--- src/rtl/nv_nvdla_qchannel_ctrl.sv ---
`default_nettype none
// ============================================================================
// Module      : nv_nvdla_qchannel_ctrl
// Description : Q-channel low-power controller with channel gating, drain,
//               quiet period, deny-on-timeout and abort-on-wake.
//               Optional qactive output: NVDLA_QCHANNEL_QACTIVE_EN.
// Revision    : 1.0 - initial release
// ============================================================================
module nv_nvdla_qchannel_ctrl #(
    parameter int NUM_CH       = 4,
    parameter int IDLE_CYCLES  = 2,
    parameter int QUIET_CYCLES = 16,
    parameter int DENY_TIMEOUT = 0
) (
    input  logic              nvdla_core_clk,
    input  logic              nvdla_core_rst,
    input  logic              qreqn,
    output logic              qacceptn,
    output logic              qdeny,
    input  logic              core_busy,
    input  logic [NUM_CH-1:0] ch_in_vld,
    output logic [NUM_CH-1:0] ch_in_rdy,
    output logic [NUM_CH-1:0] ch_out_vld,
    input  logic [NUM_CH-1:0] ch_out_rdy,
    output logic              gate_open,
    output logic [2:0]        state_o
`ifdef NVDLA_QCHANNEL_QACTIVE_EN
    ,
    output logic              qactive
`endif
);

    localparam logic [2:0]  c_STOP       = 3'd0;
    localparam logic [2:0]  c_RUN        = 3'd1;
    localparam logic [2:0]  c_DRAIN      = 3'd2;
    localparam logic [2:0]  c_QUIET      = 3'd3;
    localparam logic [2:0]  c_DENY       = 3'd4;
    localparam logic [7:0]  c_IDLE_LAST  = 8'(IDLE_CYCLES - 1);
    localparam logic [7:0]  c_QUIET_LAST = 8'(QUIET_CYCLES - 1);
    localparam logic [15:0] c_TO_LAST    = 16'(DENY_TIMEOUT - 1);
    localparam logic        c_DENY_EN    = (DENY_TIMEOUT != 0);

    logic [2:0]  r_state;
    logic [7:0]  r_idle_cnt;
    logic [15:0] r_to_cnt;
    logic        r_qacceptn;
    logic        r_qdeny;
    logic        r_gate_open;

    logic [2:0]  w_next_state;
    logic [7:0]  w_next_idle;
    logic [15:0] w_next_to;
    logic [7:0]  w_idle_inc;
    logic [15:0] w_to_inc;

    assign w_idle_inc = (r_idle_cnt == 8'hFF)    ? r_idle_cnt : r_idle_cnt + 8'd1;
    assign w_to_inc   = (r_to_cnt   == 16'hFFFF) ? r_to_cnt   : r_to_cnt + 16'd1;

    // Counters clear on every transition except DRAIN<->QUIET, where to_cnt
    // carries the accumulated drain time across busy re-assertions.
    always_comb begin
        w_next_state = r_state;
        w_next_idle  = r_idle_cnt;
        w_next_to    = r_to_cnt;
        case (r_state)
            c_STOP: begin
                if (qreqn) w_next_state = c_RUN;
                w_next_idle = 8'd0;
                w_next_to   = 16'd0;
            end
            c_RUN: begin
                if (!qreqn && (ch_in_vld == '0)) w_next_state = c_DRAIN;
                w_next_idle = 8'd0;
                w_next_to   = 16'd0;
            end
            c_DRAIN: begin
                if (qreqn) begin
                    w_next_state = c_RUN;
                    w_next_idle  = 8'd0;
                    w_next_to    = 16'd0;
                end else if (!core_busy && (r_idle_cnt == c_IDLE_LAST)) begin
                    w_next_state = c_QUIET;
                    w_next_idle  = 8'd0;
                end else if (c_DENY_EN && (r_to_cnt == c_TO_LAST)) begin
                    w_next_state = c_DENY;
                    w_next_idle  = 8'd0;
                    w_next_to    = 16'd0;
                end else begin
                    w_next_idle = core_busy ? 8'd0 : w_idle_inc;
                    w_next_to   = w_to_inc;
                end
            end
            c_QUIET: begin
                if (qreqn) begin
                    w_next_state = c_RUN;
                    w_next_idle  = 8'd0;
                    w_next_to    = 16'd0;
                end else if (core_busy) begin
                    w_next_state = c_DRAIN;
                    w_next_idle  = 8'd0;
                end else if (r_idle_cnt == c_QUIET_LAST) begin
                    w_next_state = c_STOP;
                    w_next_idle  = 8'd0;
                    w_next_to    = 16'd0;
                end else begin
                    w_next_idle = w_idle_inc;
                end
            end
            c_DENY: begin
                if (qreqn) w_next_state = c_RUN;
                w_next_idle = 8'd0;
                w_next_to   = 16'd0;
            end
            default: begin
                w_next_state = c_STOP;
                w_next_idle  = 8'd0;
                w_next_to    = 16'd0;
            end
        endcase
    end

    always_ff @(posedge nvdla_core_clk) begin
        if (nvdla_core_rst) begin
            r_state     <= c_STOP;
            r_idle_cnt  <= 8'd0;
            r_to_cnt    <= 16'd0;
            r_qacceptn  <= 1'b0;
            r_qdeny     <= 1'b0;
            r_gate_open <= 1'b0;
        end else begin
            r_state     <= w_next_state;
            r_idle_cnt  <= w_next_idle;
            r_to_cnt    <= w_next_to;
            r_qacceptn  <= (w_next_state != c_STOP);
            r_qdeny     <= (w_next_state == c_DENY);
            r_gate_open <= (w_next_state == c_RUN) || (w_next_state == c_DENY);
        end
    end

    assign qacceptn   = r_qacceptn;
    assign qdeny      = r_qdeny;
    assign gate_open  = r_gate_open;
    assign state_o    = r_state;
    assign ch_out_vld = ch_in_vld  & {NUM_CH{r_gate_open}};
    assign ch_in_rdy  = ch_out_rdy & {NUM_CH{r_gate_open}};

`ifdef NVDLA_QCHANNEL_QACTIVE_EN
    // Wake hint for the power controller; the block never leaves STOP itself.
    logic r_qactive;
    always_ff @(posedge nvdla_core_clk) begin
        if (nvdla_core_rst) r_qactive <= 1'b0;
        else                r_qactive <= (|ch_in_vld) | core_busy;
    end
    assign qactive = r_qactive;
`endif

endmodule
`default_nettype wire

--- config.mk ---
export PLATFORM = sky130hd
export DESIGN_NAME = nv_nvdla_qchannel_ctrl
export DESIGN_NICKNAME = d
export VERILOG_FILES = /design/src/rtl/nv_nvdla_qchannel_ctrl.sv
export SDC_FILE = /design/constraint.sdc
export NUM_CORES = 1
export LEC_CHECK = 0
export ABC_AREA = 1
export BUFFER_PORTS_ARGS = -buffer_cell sky130_fd_sc_hd__buf_4
export CORE_UTILIZATION = 52
export DETAILED_ROUTE_END_ITERATION = 16
export GPL_TIMING_DRIVEN = 0
export HOLD_SLACK_MARGIN = 0.1
export PLACE_DENSITY_LB_ADDON = 0.15
export SLEW_MARGIN = 20
export SYNTH_ARGS = -nofsm -noshare
export SYNTH_HDL_FRONTEND = slang
export SYNTH_SLANG_ARGS = --single-unit
--- constraint.sdc ---
create_clock -name nvdla_core_clk -period 2.1 [get_ports nvdla_core_clk]
set_input_delay 0.315 -clock nvdla_core_clk [delete_from_list [all_inputs] [get_ports nvdla_core_clk]]
set_output_delay 0.315 -clock nvdla_core_clk [all_outputs]
set_load 0.01 [all_outputs]
After elaboration in Yosys (flattened, before gate mapping)
Cells that the tools add are included.
W data, S select, Z words.
{"block": "op_classes", "addsub": 1, "mul": 0, "n_div": 0, "order_cmp": 0, "eq_ne": 9, "n_shift": 0, "mux": 16, "bitwise": 2, "n_reduce_logical": 9}
{"op": "$mux W8", "count": 7}
{"op": "$mux W3", "count": 7}
{"op": "$pmux W8 S2", "count": 1}
{"op": "$pmux W3 S4", "count": 1}
{"op": "$add A8 B1 Y8 const B", "count": 1}
{"op": "$and A4 B4 Y4", "count": 2}
{"op": "$eq A8 B1 Y1 const B", "count": 1}
{"op": "$eq A8 B4 Y1 const B", "count": 1}
{"op": "$eq A8 B8 Y1 const B", "count": 1}
{"op": "$eq A3 B1 Y1 const B", "count": 2}
{"op": "$eq A3 B2 Y1 const B", "count": 2}
{"op": "$eq A3 B3 Y1 const B", "count": 2}
{"op": "$logic_not A4 Y1", "count": 1}
{"op": "$logic_not A3 Y1", "count": 1}
{"op": "$reduce_bool A3 Y1", "count": 1}
{"op": "$logic_and A1 B1 Y1", "count": 2}
{"op": "$logic_not A1 Y1", "count": 2}
{"op": "$reduce_or A2 Y1", "count": 1}
{"op": "$logic_or A1 B1 Y1", "count": 1}
{"block": "word_totals", "ff_bits": 14, "latchBits": 0, "mem_bits_rw": 0, "rom_bits": 0, "in_bits": 12, "out_inout_bits": 14, "elab_cells": 42, "memories": 0}

Logic depth before layout (Yosys ltp)
{"block": "depth", "depth_word": 7, "mapped_depth": 10, "depth_no_buf": 10}

Worst setup path before layout
Ideal clock, no wire load.
{"block": "synth_timing", "kind": "register to register", "startpoint": "reg r_idle_cnt[0]", "endpoint": "reg r_qacceptn (netlist: qacceptn)", "setup_time_ns": 0.120, "t_arrival_ns": 1.166, "required_time_ns": 1.980, "setup_slack_ns": 0.813, "stages_incl_launch_ff": 9, "n_path_buf": 0, "synth_period_minus_slack_ns": 1.287, "cell_sequence": "dfxtp_1 -> ha_1 -> nand3_2 -> o21ai_2 -> nand2_1 -> nand2_1 -> nand2_1 -> nand2_1 -> nand3_1"}
{"block": "synth_via", "elab_chain_len": 6, "elab_cells_between_ends": 10, "cone_classes": "2 x eq/ne; 6 x mux; 2 x reduce/logical"}
{"element": "start: declaration", "line": "44", "source": "logic [7:0] r_idle_cnt;"}
{"element": "start signal: assignment", "line": "132", "source": "r_idle_cnt <= w_next_idle;"}
{"element": "$eq A8 B4 Y1 / $eq A8 B1 Y1 (equally long branches)", "line": "101, 81"}
{"element": "$mux W3 / $logic_and A1 B1 Y1 (equally long branches)", "line": "101, 81"}
{"element": "$mux W3 (on tied branches)", "line": "98, 81"}
{"element": "$mux W3 (on tied branches)", "line": "94, 77"}
{"element": "$pmux W3 S4 *", "line": "65", "source": "case (r_state)"}
{"element": "$reduce_bool A3 Y1 *", "line": "134", "source": "r_qacceptn <= (w_next_state != c_STOP);"}
{"element": "end signal: assignment", "line": "134"}
{"element": "end: declaration", "line": "46", "source": "logic r_qacceptn;"}
Every way passes the cells marked *; elsewhere a longest branch is shown, timed or not.
A chain may end at the register's enable or synchronous reset.

Worst setup path in the final report
{"block": "layout_timing", "startpoint": "reg r_gate_open (netlist: gate_open)", "endpoint": "out ch_in_rdy[3]"}
{"block": "layout_via", "elab_chain_len": 1}
{"element": "start: declaration", "line": "48", "source": "logic r_gate_open;"}
{"element": "start signal: assignment", "line": "136", "source": "r_gate_open <= (w_next_state == c_RUN) || (w_next_state == c_DENY);"}
{"element": "$and A4 B4 Y4", "line": "145", "source": "assign ch_in_rdy = ch_out_rdy & {NUM_CH{r_gate_open}};"}
{"element": "end: declaration", "line": "22", "source": "output logic [NUM_CH-1:0] ch_in_rdy,"}
Every way passes these cells.

==> flow_summary.toml <==
[cts]
cts_made_buffers = 3
clk_latency_ns = 0.28
clk_pin_slew_worst_paths_ns = 0.08
clock_sinks = 14
clock_path_buffers = 2
cts_tree = "done"
htree_levels = 1
cts_resized = 0
cts_hold_buf = 0
root_buffer = "clkbuf_4"
cts_setup_buffers = 0

[sta]
skew_ns = 0.0008120
final_max_slew_viol_count = 0
setup_viol = 0
period_share = 0.7028
tns_ns = 0
rsz0062_at_grt = "false"
timing.slew.headroom = 0.7959
worst_pin_slew_ns = 0.3061
timing.hold.ws_ns = 0.3686
finalHoldViolCount = 0
fin_crit_ns = 1.476
layout_setup_ws_ns = 0.6241
fmax_ghz = 0.6775

[floorplan]
fp.dieH_um = 41.94
rows = 14
core-area_um2 = 1506
floorplan.initialDensity = 0.5507
die_x_um = 41.94
io_pins = 26
die_area_um2 = 1759

[synth]
yosys_warnings = 0
synth_edf_count = 0
synth_cell_types = 22
synth_seq_cells = 14
netlist_area_um2 = 829.5
async_reset_ff_frac = 0
synthesis.nets = 142
ys.flop_type = "dfxtp_1"
ys_seq_area_frac = 0.3379
syn_area_per_cell_um2 = 6.481
syn_inst = 128

[run]
maxCapViolCount = 0

[routing]
ant_nets = 0
vias = 849
wirelength_mm = 1.689
viasPerCell = 4.936
drtPass1Iterations = 4
initialDrtViolationCount = 9
wire_per_inst_um = 9.820
drc_errors = 0

[hold_path]
hold_class = "input pin to flop"

[critical_path]
worstPathRequired_ns = 1.78
cp-end-kind = "output port"
cp-start-kind = "flop"
setup.worst_path.class = "flop to output port"
worst-path-max-fanout = 8
cp.arrival_ns = 1.16

[pwr]
p_comb_frac = 0.163
clkPwrFrac = 0.297
p_sw_mw = 0.1287
power_per_cell_area_nw_per_um2 = 478.7
p_int_mw = 0.3787
sw_frac_of_total = 0.2537
p_total_mw = 0.5074
seq_power_share = 0.540
vdd_drop_max_uv = 320.0
leakagePower_nw = 0.5809

[global_route]
grt_max_degree = 9
grt_pass1_wl_mm = 2.939
antenna_found_initial = 0
grt_pass1_vias = 706
grt_usage = 0.2187
overflow = 0

[layout]
fin_nets = 172
num_antenna_cells = 0
final_cells = 172
area_growth_pct = 27.75
layout_common_cells = "36 x nand2_1, 27 x inv_1, 25 x buf_4"
final_common_cell = "nand2_1"
drive_above_1_share = 0.2372

[place]
place_ws_ns = 0.6720
dp.cells = 169
port_buffers = 25
dp_hpwl_mm = 1.375
place_congestion = 0.8513

[status]
status = "finished clean"
## area by class of cell
cell class | instances | area, um^2
well taps | 16 | 20.02
inverters | 28 | 105.1
clock buffers | 3 | 22.52
repair buffers | 25 | 187.7
flip-flops and latches | 14 | 280.3
fillers | 133 | 446.7
multi-input cells | 85 | 440.4
plain buffers | 1 | 3.754
## metrics by stage
step                  util  area (um^2)
floorplan                -        829.5
global placement    0.6885         1037
detailed placement  0.6885         1037
CTS                 0.7035         1060
global route        0.7035         1060
finish              0.7035         1060
## power by group through the flow
| stage | clock network [mW] | logic [mW] | registers [mW] |
|---|---|---|---|
| after floorplan | 0 | 0.0356 | 0.283 |
| after global routing | 0.168 | 0.0910 | 0.275 |
| after CTS | 0.154 | 0.0826 | 0.274 |
| after detailed placement | 0 | 0.0824 | 0.280 |
| final | 0.151 | 0.0825 | 0.274 |
| after global placement | 0 | 0.0809 | 0.280 |
## kinds of logic (layout without fill, tap and decap cells)
group	count (synthesis)	count (layout)	share of synthesized area
buffers and inverters	29	57	0.1312
AOI/OAI and AO/OA	9	9	0.06184
and+or+nand+nor	72	72	0.4178
adders and majority gates	2	2	0.03016
DFF	14	14	0.3379
xor gates and xnor gates	2	2	0.02112
## final timing paths
path | start | endpoint | cells past startpoint | slack [ns]
worst max-delay path | gate_open$_SDFF_PP0_ | ch_in_rdy[3] | 4 | 0.62
worst min register to register | r_idle_cnt[7]$_SDFF_PP0_ | r_idle_cnt[7]$_SDFF_PP0_ | 2 | 0.53
worst max register to register | r_idle_cnt[0]$_SDFF_PP0_ | r_idle_cnt[0]$_SDFF_PP0_ | 6 | 0.67
worst min-delay path | qreqn | gate_open$_SDFF_PP0_ | 4 | 0.37
## flip-flops by register name (all words and copies together), names as in the netlist
register	cells
r_idle_cnt	8
state_o	3
gate_open	1
qacceptn	1
qdeny	1
## Yosys cell counts, types with 2 or more instances
| cell | number | share of area |
|---|---|---|
| nand3_1 | 9 | 0.054 |
| ha_1 | 2 | 0.030 |
| nand2_2 | 2 | 0.015 |
| nand4_1 | 2 | 0.015 |
| a21oi_1 | 3 | 0.018 |
| nor2_1 | 15 | 0.068 |
| nand2_1 | 36 | 0.16 |
| dfxtp_1 | 14 | 0.34 |
| nor3_1 | 3 | 0.018 |
| inv_1 | 27 | 0.12 |
| o21ai_1 | 4 | 0.024 |
## critical path, cell delays in order, from the launching register on
cell	delay, ns
dfxtp_1	0.34
clkbuf_1	0.27
nand2_1	0.10
inv_1	0.07
buf_4	0.11
## layer usage
metal  part of all wire  GRT usage
met4              0.016    0.07742
met3              0.057    0.06957
met5                  0          0
met2               0.49     0.3500
met1               0.44     0.2752
(Power assumes the default switching activity.)
